**config.mk**
```make
export PLATFORM = sky130hd
export DESIGN_NAME = rackbus_cout_aligner_flat
export DESIGN_NICKNAME = d
export VERILOG_FILES = /design/src/rtl/rackbus_pkg.sv /design/src/rtl/rackbus_cout_aligner_if.sv /design/src/rtl/rackbus_barrel6.sv /design/src/rtl/rackbus_cout_aligner.sv /design/src/flat_wrapper.sv
export SDC_FILE = /design/constraint.sdc
export NUM_CORES = 1
export LEC_CHECK = 0
export ABC_AREA = 1
export CAP_MARGIN = 20
export CORE_MARGIN = 2
export CORE_UTILIZATION = 40
export CTS_CLUSTER_SIZE = 16
export DETAILED_ROUTE_END_ITERATION = 8
export GPL_ROUTABILITY_DRIVEN = 0
export GPL_TIMING_DRIVEN = 0
export PLACE_DENSITY = 0.74
export SYNTH_ARGS = -nofsm -noshare
export SYNTH_HDL_FRONTEND = slang
export SYNTH_HIERARCHICAL = 1
export SYNTH_SLANG_ARGS = --single-unit
```
**constraint.sdc**
```tcl
create_clock -name clk -period 1.4 [get_ports clk]
set_input_delay 0.14 -clock clk [delete_from_list [all_inputs] [get_ports clk]]
set_output_delay 0.14 -clock clk [all_outputs]
set_load 0.02 [all_outputs]
```
**src/rtl/rackbus_pkg.sv**
```systemverilog
// Shared types and constants for the SURF->TURFIO rackbus COUT receive path.
// Holds the aligner state encoding and the per-SURF COUT polarity maps.
package rackbus_pkg;

    localparam int RACKBUS_WORD_W = 6;
    localparam logic [RACKBUS_WORD_W-1:0] RACKBUS_TRAIN_PATTERN = 6'b011001;

    localparam int RACKBUS_NUM_SURF = 7;
    // Board-level swaps (COUT_INV) and SURF-side swaps (COUT_REMOTE_INV); XOR gives INV_DATA.
    localparam logic [RACKBUS_NUM_SURF-1:0] COUT_INV        = 7'b0000000;
    localparam logic [RACKBUS_NUM_SURF-1:0] COUT_REMOTE_INV = 7'b0000000;

    typedef enum logic [2:0] {
        IDLE   = 3'd0,
        SETTLE = 3'd1,
        HUNT   = 3'd2,
        VERIFY = 3'd3,
        LOCKED = 3'd4
    } aligner_state_t;

    function automatic logic cout_inv_for(input int surf);
        return COUT_INV[surf] ^ COUT_REMOTE_INV[surf];
    endfunction

endpackage

```
**src/rtl/rackbus_cout_aligner_if.sv**
```systemverilog
// Bus bundle between the COUT deserializer/command decoder and the word aligner.
// There is no handshake: raw_i is valid every clk; data_o is meaningful while data_valid_o is high.
interface rackbus_cout_aligner_if;
    import rackbus_pkg::*;

    logic [RACKBUS_WORD_W-1:0] raw_i;
    logic                      align_req_i;
    logic                      train_i;
    logic [RACKBUS_WORD_W-1:0] data_o;
    logic                      data_valid_o;
    logic                      locked_o;
    logic [2:0]                offset_o;
    logic                      align_fail_o;
    logic [15:0]               err_count_o;
    aligner_state_t            state_o;

    modport master (
        output raw_i, align_req_i, train_i,
        input  data_o, data_valid_o, locked_o, offset_o, align_fail_o, err_count_o, state_o
    );

    modport slave (
        input  raw_i, align_req_i, train_i,
        output data_o, data_valid_o, locked_o, offset_o, align_fail_o, err_count_o, state_o
    );

endinterface

```
**src/rtl/rackbus_barrel6.sv**
```systemverilog
// Registered 12-to-6 window select: polarity-corrected word into cur, cur into prev,
// and a registered window of {prev, cur} at the requested bit offset (2 clk latency).
module rackbus_barrel6
    import rackbus_pkg::*;
#(
    parameter logic INV_DATA = 1'b0
) (
    input  logic                      clk,
    input  logic                      rst,
    input  logic [RACKBUS_WORD_W-1:0] raw_i,
    input  logic [2:0]                offset_i,
    output logic [RACKBUS_WORD_W-1:0] data_o
);

    logic [RACKBUS_WORD_W-1:0]   cur_q, prev_q, data_q;
    logic [RACKBUS_WORD_W-1:0]   window_d;
    logic [2*RACKBUS_WORD_W-1:0] cat;

    assign cat = {prev_q, cur_q};

    // Offset 0 selects cur; higher offsets pull older bits in from prev.
    always_comb begin
        window_d = cat[5:0];
        case (offset_i)
            3'd0:    window_d = cat[5:0];
            3'd1:    window_d = cat[6:1];
            3'd2:    window_d = cat[7:2];
            3'd3:    window_d = cat[8:3];
            3'd4:    window_d = cat[9:4];
            3'd5:    window_d = cat[10:5];
            default: window_d = cat[5:0];
        endcase
    end

    always_ff @(posedge clk) begin
        if (rst) begin
            cur_q  <= '0;
            prev_q <= '0;
            data_q <= '0;
        end else begin
            cur_q  <= raw_i ^ {RACKBUS_WORD_W{INV_DATA}};
            prev_q <= cur_q;
            data_q <= window_d;
        end
    end

    assign data_o = data_q;

endmodule

```
**src/rtl/rackbus_cout_aligner.sv**
```systemverilog
// COUT receive word aligner: hunts for the training word across barrel offsets, locks,
// then passes aligned words. Define RACKBUS_COUT_ERRCNT_EN to build the locked-error counter.
module rackbus_cout_aligner
    import rackbus_pkg::*;
#(
    parameter logic                      INV_DATA      = 1'b0,
    parameter logic [RACKBUS_WORD_W-1:0] TRAIN_PATTERN = RACKBUS_TRAIN_PATTERN,
    parameter int                        LOCK_COUNT    = 16,
    parameter int                        MAX_SWEEPS    = 4
) (
    input  logic                   clk,
    input  logic                   rst,
    rackbus_cout_aligner_if.slave  bus
);

    localparam logic [7:0] LOCK_N  = 8'(LOCK_COUNT);
    localparam logic [3:0] SWEEP_N = 4'(MAX_SWEEPS);

    aligner_state_t            state_q, state_d;
    logic [2:0]                offset_q, offset_d;
    logic [3:0]                sweeps_q, sweeps_d;
    logic [7:0]                matches_q, matches_d;
    logic                      settle_q, settle_d;
    logic                      locked_q, locked_d;
    logic                      fail_q, fail_d;
    logic [RACKBUS_WORD_W-1:0] data_w;
    logic [15:0]               err_w;
    logic                      match;
    logic                      advance;
    logic                      wrap;
    logic                      exhausted;
    logic [2:0]                next_offset;

    rackbus_barrel6 #(.INV_DATA(INV_DATA)) u_barrel (
        .clk      (clk),
        .rst      (rst),
        .raw_i    (bus.raw_i),
        .offset_i (offset_q),
        .data_o   (data_w)
    );

    assign match       = (data_w == TRAIN_PATTERN);
    assign wrap        = (offset_q == 3'd5);
    assign next_offset = wrap ? 3'd0 : offset_q + 3'd1;
    assign exhausted   = wrap && ((sweeps_q + 4'd1) == SWEEP_N);

    always_ff @(posedge clk) begin
        if (rst) begin
            state_q   <= IDLE;
            offset_q  <= '0;
            sweeps_q  <= '0;
            matches_q <= '0;
            settle_q  <= 1'b0;
            locked_q  <= 1'b0;
            fail_q    <= 1'b0;
        end else begin
            state_q   <= state_d;
            offset_q  <= offset_d;
            sweeps_q  <= sweeps_d;
            matches_q <= matches_d;
            settle_q  <= settle_d;
            locked_q  <= locked_d;
            fail_q    <= fail_d;
        end
    end

    always_comb begin
        state_d   = state_q;
        offset_d  = offset_q;
        sweeps_d  = sweeps_q;
        matches_d = matches_q;
        settle_d  = settle_q;
        locked_d  = locked_q;
        fail_d    = fail_q;
        advance   = 1'b0;
        // A restart request overrides whatever the hunt would have done this cycle.
        if (bus.align_req_i) begin
            state_d   = SETTLE;
            offset_d  = '0;
            sweeps_d  = '0;
            matches_d = '0;
            settle_d  = 1'b0;
            locked_d  = 1'b0;
            fail_d    = 1'b0;
        end else begin
            case (state_q)
                IDLE: ;
                SETTLE: begin
                    settle_d = ~settle_q;
                    if (settle_q) state_d = HUNT;
                end
                HUNT: begin
                    if (match) begin
                        state_d   = VERIFY;
                        matches_d = 8'd1;
                    end else begin
                        advance = 1'b1;
                    end
                end
                VERIFY: begin
                    if (match) begin
                        matches_d = matches_q + 8'd1;
                        if ((matches_q + 8'd1) == LOCK_N) begin
                            state_d  = LOCKED;
                            locked_d = 1'b1;
                        end
                    end else begin
                        matches_d = '0;
                        advance   = 1'b1;
                    end
                end
                LOCKED: ;
                default: state_d = IDLE;
            endcase
            // Step to the next offset; the last offset of the last sweep gives up.
            if (advance) begin
                settle_d = 1'b0;
                offset_d = next_offset;
                if (wrap) sweeps_d = sweeps_q + 4'd1;
                if (exhausted) begin
                    fail_d   = 1'b1;
                    offset_d = '0;
                    state_d  = IDLE;
                end else begin
                    state_d = SETTLE;
                end
            end
        end
    end

`ifdef RACKBUS_COUT_ERRCNT_EN
    logic [15:0] err_q, err_d;

    always_comb begin
        err_d = err_q;
        if (bus.align_req_i) begin
            err_d = '0;
        end else if ((state_q == LOCKED) && bus.train_i && !match && (err_q != 16'hFFFF)) begin
            err_d = err_q + 16'd1;
        end
    end

    always_ff @(posedge clk) begin
        if (rst) err_q <= '0;
        else     err_q <= err_d;
    end

    assign err_w = err_q;
`else
    assign err_w = '0;
`endif

    always_comb begin
        bus.data_o       = data_w;
        bus.data_valid_o = locked_q;
        bus.locked_o     = locked_q;
        bus.offset_o     = offset_q;
        bus.align_fail_o = fail_q;
        bus.err_count_o  = err_w;
        bus.state_o      = state_q;
    end

endmodule
```
**src/flat_wrapper.sv**
```systemverilog
// flat-port wrapper written by rule: the top's interface ports become plain ports
module rackbus_cout_aligner_flat import rackbus_pkg::*;
#(
    parameter logic                      INV_DATA      = 1'b0,
    parameter logic [RACKBUS_WORD_W-1:0] TRAIN_PATTERN = RACKBUS_TRAIN_PATTERN,
    parameter int                        LOCK_COUNT    = 16,
    parameter int                        MAX_SWEEPS    = 4
)
  (clk, rst, bus_raw_i, bus_align_req_i, bus_train_i, bus_data_o, bus_data_valid_o, bus_locked_o, bus_offset_o, bus_align_fail_o, bus_err_count_o, bus_state_o);
  rackbus_cout_aligner_if bus_i ();
  input  logic clk;
  input  logic rst;
  input wire logic [$bits(bus_i.raw_i)-1:0] bus_raw_i;
  input wire logic [$bits(bus_i.align_req_i)-1:0] bus_align_req_i;
  input wire logic [$bits(bus_i.train_i)-1:0] bus_train_i;
  output wire logic [$bits(bus_i.data_o)-1:0] bus_data_o;
  output wire logic [$bits(bus_i.data_valid_o)-1:0] bus_data_valid_o;
  output wire logic [$bits(bus_i.locked_o)-1:0] bus_locked_o;
  output wire logic [$bits(bus_i.offset_o)-1:0] bus_offset_o;
  output wire logic [$bits(bus_i.align_fail_o)-1:0] bus_align_fail_o;
  output wire logic [$bits(bus_i.err_count_o)-1:0] bus_err_count_o;
  output wire logic [$bits(bus_i.state_o)-1:0] bus_state_o;
  assign bus_i.raw_i = bus_raw_i;
  assign bus_i.align_req_i = bus_align_req_i;
  assign bus_i.train_i = bus_train_i;
  assign bus_data_o = bus_i.data_o;
  assign bus_data_valid_o = bus_i.data_valid_o;
  assign bus_locked_o = bus_i.locked_o;
  assign bus_offset_o = bus_i.offset_o;
  assign bus_align_fail_o = bus_i.align_fail_o;
  assign bus_err_count_o = bus_i.err_count_o;
  assign bus_state_o = bus_i.state_o;
  rackbus_cout_aligner #(.INV_DATA(INV_DATA), .TRAIN_PATTERN(TRAIN_PATTERN), .LOCK_COUNT(LOCK_COUNT), .MAX_SWEEPS(MAX_SWEEPS)) u_core (.clk(clk), .rst(rst), .bus(bus_i));
endmodule
```
# --- Yosys cells after proc, flatten, opt, wreduce, memory -nomap -nowiden ---
# Index checks and enable logic that the tools add are counted.
op_classes:
  addsub: 3
  eq_ne: 23
  muxes: 17
  n_bitwise: 1
  n_reduce_logical: 13
ops:
  columns: ["cell", "n"]
  rows:
  - ["6-bit one-hot mux with 5 select lines", 1]
  - ["3-bit two-way mux", 7]
  - ["8-bit two-way mux", 2]
  - ["4-bit by 2-bit != test with 1-bit output, second input constant", 4]
  - ["8-bit one-hot mux with 2 select lines", 1]
  - ["3-bit by 1-bit != test with 1-bit output, second input constant", 5]
  - ["3-bit by 2-bit equality test with 1-bit output, second input constant", 4]
  - ["3-bit one-hot mux with 4 select lines", 1]
  - ["5-bit AND reduction", 2]
  - ["3-bit equality test, second input constant", 3]
  - ["8-bit by 1-bit adder with 8-bit output, second input constant", 1]
  - ["8-bit by 5-bit equality test with 1-bit output, second input constant", 1]
  - ["3-bit by 1-bit equality test with 1-bit output, second input constant", 2]
  - ["6-bit by 5-bit equality test with 1-bit output, second input constant", 1]
  - ["2-bit AND reduction", 3]
  - ["2-bit OR reduction", 3]
  - ["1-bit two-way mux", 5]
  - ["4-bit by 1-bit adder with 4-bit output, second input constant", 1]
  - ["4-bit by 3-bit equality test with 1-bit output, second input constant", 1]
  - ["2-bit by 1-bit != test with 1-bit output, second input constant", 2]
  - ["3-bit by 1-bit adder with 3-bit output, second input constant", 1]
  - ["3-bit logical NOT", 1]
  - ["3-bit AND reduction", 1]
  - ["3-bit OR reduction", 1]
  - ["3 further kinds", 3]
word_totals:
  register_bits: 38
  in_bits: 10
  out_inout_bits: 31
  wordCells: 68

# --- Longest topological paths before layout ---
logic_depth:
  ltp_word: 7
  depth_mapped: 12
  depth_no_buf: 12

# --- Modules after synthesis ---
# The synthesis kept the hierarchy.
modules_own_cells:
  columns: ["module", "n_inst", "cells_per_inst", "area_each_um2", "seq_area_each_um2"]
  rows:
  - ["rackbus_cout_aligner", 1, 185, 1268.7, 420.4]
  - ["rackbus_barrel6", 1, 131, 874.6, 340.3]

# --- Least setup slack after synthesis ---
# Ideal clock, no wire load.
synth_timing:
  path_type: "register to register"
  from: "reg u_core.offset_q[2], in the netlist u_core/bus.offset_o[2]"
  to: "reg u_core.state_q[0], in the netlist u_core/bus.state_o[0]"
  setup_ps: 109
  t_arrival_ps: 1303
  required_ps: 1291
  setup_slack_ps: -11
  stages_incl_launch_ff: 10
  n_path_buf: 0
  period_less_slack_ps: 1411
  cell_sequence: "dfxtp_1 > inv_2 > nor3_2 > nand4_1 > nand2_1 > nand2_1 > nor2_1 > nand3_1 > nand2_1 > inv_1"
synth_between:
  elab_chain_cells: 5
synth_lines:
  columns: ["element", "line_no", "rtl"]
  rows:
  - ["from (decl)", "rackbus_cout_aligner.sv:20", "logic [2:0] offset_q, offset_d;"]
  - ["from (signal assigned)", "rackbus_cout_aligner.sv:58", "offset_q <= offset_d;"]
  - ["3-bit equality test", "rackbus_cout_aligner.sv:43", "assign wrap = (offset_q == 3'd5);"]
  - ["1-bit logical AND", "rackbus_cout_aligner.sv:45", "assign exhausted = wrap && ((sweeps_q + 4'd1) == SWEEP_N);"]
  - ["1-bit two-way mux", "rackbus_cout_aligner.sv:120", "if (exhausted) begin"]
  - ["3-bit two-way mux", "rackbus_cout_aligner.sv:116", "if (advance) begin"]
  - ["1-bit two-way mux", "rackbus_cout_aligner.sv:77", "if (bus.align_req_i) begin"]
  - ["to (signal assigned)", "rackbus_cout_aligner.sv:57", "state_q <= state_d;"]
  - ["to (decl)", "rackbus_cout_aligner.sv:19", "aligner_state_t state_q, state_d;"]
# Every way passes these cells.
# A chain may end at the register's enable or synchronous reset.

# --- Worst setup path after layout ---
layout_timing:
  from: "reg u_core.matches_q[0]"
  to: "reg u_core.state_q[0], in the netlist u_core/bus.state_o[0]"
layout_between:
  elab_chain_cells: 4
layout_lines:
  columns: ["element", "line_no", "rtl"]
  rows:
  - ["from (decl)", "rackbus_cout_aligner.sv:22", "logic [7:0] matches_q, matches_d;"]
  - ["from (signal assigned)", "rackbus_cout_aligner.sv:60", "matches_q <= matches_d;"]
  - ["8-bit by 1-bit adder with 8-bit output", "rackbus_cout_aligner.sv:103", "if ((matches_q + 8'd1) == LOCK_N) begin"]
  - ["8-bit by 5-bit equality test with 1-bit output", "rackbus_cout_aligner.sv:103", null]
  - ["4-bit by 2-bit != test with 1-bit output (no line)", null, null]
  - ["5-bit AND reduction (no line)", null, null]
# Every way passes these cells.

==> qor.txt <==
======================================================================================================
Count of mapped cells out of synthesis                                                             316
Share of post-route cells with drive strength above 1                                            0.223
Combinational share of power                                                                     0.097
Routed Wire Length                                                                             4380 µm
Critical path peak fanout                                                                            3
Fin Clk Skew                                                                                0.00984 ns
Element type at the critical path end                                                        flip-flop
Pin count of the biggest net entering global routing                                                12
Clock root buffer master                                                                  sky130_fd_sc_hd__clkbuf_8
Net Sw Frac                                                                                      0.243
Routed WL per cell                                                                             10.1 µm
Count of standard-cell rows                                                                         26
Overall die height                                                                             77.2 µm
Switching Power                                                                               0.510 mW
Final layout net count                                                                             374
Drt drc                                                                                              0
Share of the synthesized area in the top cell type                                               0.355
Hold-fix buffer count after cts                                                                      0
Setup_tns                                                                                         0 ns
Static power due to leakage                                                                    1.35 nW
DRT Pass-1 Iters                                                                                     4
Area grow syn2layout                                                                             26.1%
Worst path bufs/invs                                                                                 1
Area of the multi-input gates                                                                 1130 µm²
Count of final hold-check violations                                                                 0
Count of synthesis-stage warnings from yosys                                                         6
Final antenna-violating net count                                                                    0
Power density cells                                                                         775 nW/µm²
Req. time, crit path                                                                           1.60 ns
Number of fillers in the final layout                                                              525
Count of flip-flops with a built-in enable after synthesis                                           0
Mean Syn Cell Area                                                                            6.78 µm²
Post-synthesis cell type count                                                                      30
Critical-path cell list                                                                   ha_4, nand3_4, o21bai_2, nand2_2, nor2_2, nand3_2, nand3_1, nand3_1, nand2_1, inv_1
Share of synthesized cell area in full adder, half adder and majority cells                     0.0117
H-tree levels                                                                                        2
CTS Buf Count                                                                                        5
Simple-Gate Fraction of Synth Area                                                               0.336
Worst setup slack after layout                                                               0.0298 ns
Antenna diode instance count                                                                         0
Achievable clock frequency                                                                     730 MHz
Number of design-rule violations left by the first detailed-router iteration                       136
Post-Layout Inst Area                                                                         2700 µm²
Initial cell density of the core                                                                 0.417
TritonCTS clock tree                                                                               yes
Most common cell in the netlist                                                           sky130_fd_sc_hd__nand2_1
Post-place setup slack                                                                       -0.178 ns
Largest cells by area after synthesis                                                     sky130_fd_sc_hd__dfxtp_1 35%, sky130_fd_sc_hd__nand2_1 11%, sky130_fd_sc_hd__inv_1 7.5%
Number of storage elements in the synthesis netlist                                                 38
Class of the worst hold path                                                                    in2reg
Max stage delay cell, worst path                                                          sky130_fd_sc_hd__dfxtp_4
Critical Path AT                                                                               1.57 ns
Vias in the first global route                                                                    1745
Share of total power in sequential cells                                                         0.537
Die X                                                                                          77.2 µm
Setup violation total in the final timing report                                                     0
Largest area contributor in the netlist                                                   sky130_fd_sc_hd__dfxtp_1
Clock Latency Late Sink                                                                        0.29 ns
Number of buffers inserted by port buffering                                                        23
Number of maximum-capacitance constraint violations                                                  0
CTS sink count                                                                                      38
Number of slew-limit violations in the final report                                                  0
Die Footprint                                                                                 5960 µm²
Async SR Flop Fraction                                                                               0
Setup repair after global routing missed its margin                                               true
Post-DP Area                                                                                  2520 µm²
I/O pins                                                                                            41
Tmin final                                                                                     1.37 ns
Avg Vias per Cell                                                                                 4.67
Top cells by count, synth                                                                 65 x sky130_fd_sc_hd__nand2_1, 43 x sky130_fd_sc_hd__inv_1, 38 x sky130_fd_sc_hd__dfxtp_1
Wire length of the first global-routing pass                                                   7620 µm
Complex-gate fraction of the synthesized area                                                    0.109
Post-synthesis instance area                                                                  2140 µm²
Clock transition at the register clock pins on the worst setup and hold paths after CTS        0.08 ns
Area inside the core boundary                                                                 5140 µm²
Cell family with the largest share of critical-path delay                                 simple AND/OR/NAND/NOR gates
Final HPWL from detailed placement                                                             3210 µm
Fraction of the cycle the final worst path needs                                                 0.979
Result of the run                                                                         complete, no violations
Cell internal power dissipation                                                                1.59 mW
Sequential-to-total area share from yosys stat                                                   0.355
XOR/XNOR share of the synthesized area                                                          0.0163
Vias                                                                                              2020
Clk buf depth                                                                                        2
Main combinational cell family by area after synthesis                                    simple AND/OR/NAND/NOR gates
Max IR drop VDD                                                                                 530 µV
Cell type with the highest occurrence count on the critical path                          sky130_fd_sc_hd__nand3_1
Congestion Overflow GR                                                                               0
Clock network power share                                                                        0.366
Startpoint-to-endpoint class of the critical path                                              reg2reg
Share of synthesized area spent on multiplexers                                                      0
Register Area                                                                                  781 µm²
Global routing usage summed across all routing layers                                            0.157
Most frequently used flop master after synthesis                                          sky130_fd_sc_hd__dfxtp_1
CP peak stage delay                                                                            0.37 ns
Crit start category                                                                          flip-flop
Initial antenna violation count                                                                      0
======================================================================================================
[state kept, by name, indices dropped and copies added, names as in the netlist]
register,cells
u_core/bus.data_valid_o,1
u_core/settle_q,1
u_core/sweeps_q,4
u_core/bus.align_fail_o,1
u_core/matches_q,8
u_core/bus.state_o,3
u_core/bus.offset_o,3
u_core/u_barrel/prev_q,5
u_core/u_barrel/data_o,6
u_core/u_barrel/cur_q,6
[metal layers]
metal,global-route usage,vias up,part of all wire
met5,0,-,0
met4,0.0589,0,0.010
met3,0.0412,4,0.054
met2,0.265,59,0.50
met1,0.189,894,0.44
li1,-,1063,-
[repair_timing]
item / in CTS / in global routing
endpoints found under the setup margin: 12 / 30
gates resized for setup: 13 / 28
buffers inserted: 0 / 1
pin swaps: 0 / 4
endpoints found under the hold margin: 0 / 0
[metrics by stage]
| step | std cells | utilization | hold slack, ns | power (mW) |
|---|---|---|---|---|
| after global placement | 424 | 0.490 | 0.422 | 1.36 |
| after CTS | 432 | 0.510 | 0.351 | 2.13 |
| after floorplan | 331 | - | 0.211 | 1.29 |
| after global routing | 433 | 0.526 | 0.375 | 2.19 |
| after detailed placement | 424 | 0.490 | 0.422 | 1.36 |
| final | 433 | 0.526 | 0.364 | 2.10 |
[layout by cell type, fill, tap and decap left out, types with 4 or more instances in the layout]
cell type	instances
sky130_fd_sc_hd__nand3_2	4
sky130_fd_sc_hd__nand2_1	64
sky130_fd_sc_hd__nand3_1	19
sky130_fd_sc_hd__a21oi_1	14
sky130_fd_sc_hd__o21ai_0	5
sky130_fd_sc_hd__nor2_1	31
sky130_fd_sc_hd__nor2_2	8
sky130_fd_sc_hd__dlymetal6s2s_1	7
sky130_fd_sc_hd__nand2_2	6
sky130_fd_sc_hd__dfxtp_1	28
sky130_fd_sc_hd__dfxtp_2	7
sky130_fd_sc_hd__buf_2	5
sky130_fd_sc_hd__a21oi_2	6
sky130_fd_sc_hd__o21ai_1	10
sky130_fd_sc_hd__clkbuf_8	6
sky130_fd_sc_hd__clkdlybuf4s50_1	8
sky130_fd_sc_hd__dlygate4sd2_1	8
sky130_fd_sc_hd__inv_1	43
sky130_fd_sc_hd__conb_1	16
sky130_fd_sc_hd__buf_4	19
sky130_fd_sc_hd__xor2_1	4
sky130_fd_sc_hd__nand4_1	17
sky130_fd_sc_hd__inv_2	7
[worst paths after layout]
path	from	to	depth (start not counted)	slack (ns)
max	u_core/matches_q[0]	u_core/bus.state_o[0]	10	0.03
min	bus_raw_i[0]	u_core/u_barrel/cur_q[0]	3	0.36
max reg2reg	u_core/matches_q[0]	u_core/bus.state_o[0]	10	0.03
min reg2reg	u_core/u_barrel/cur_q[0]	u_core/u_barrel/prev_q[0]	2	0.43
[logic make-up after synthesis]
family          Yosys count
compound gates           40
fa+ha+maj                 2
flops                    38
xor+xnor                  4
simple gates            155
buf+inv                  76
other cells               1
[tightest hold or removal path, cell delays in order]
cell and delay, ns:
sky130_fd_sc_hd__clkdlybuf4s50_1 0.39, sky130_fd_sc_hd__inv_1 0.05, sky130_fd_sc_hd__nor2_1 0.03
[area by class of cell]
type	count	area share
multi-input combinational	217	0.419
sequential	38	0.289
clock buffer	7	0.0319
inverter	51	0.0708
buffer	25	0.0648
tap	70	0.0324
timing repair buffer	24	0.0907
clock inverter	1	0.00185
[power by group through the flow]
stage          sequential (mW)  combinational (mW)  clock (mW)
2_1_floorplan             1.16               0.132           0
3_3_place_gp              1.16               0.201           0
3_5_place_dp              1.16               0.204           0
4_1_cts                   1.13               0.203       0.795
5_1_grt                   1.13               0.223       0.842
6_report                  1.13               0.203       0.767
(Power assumes the default switching activity.)
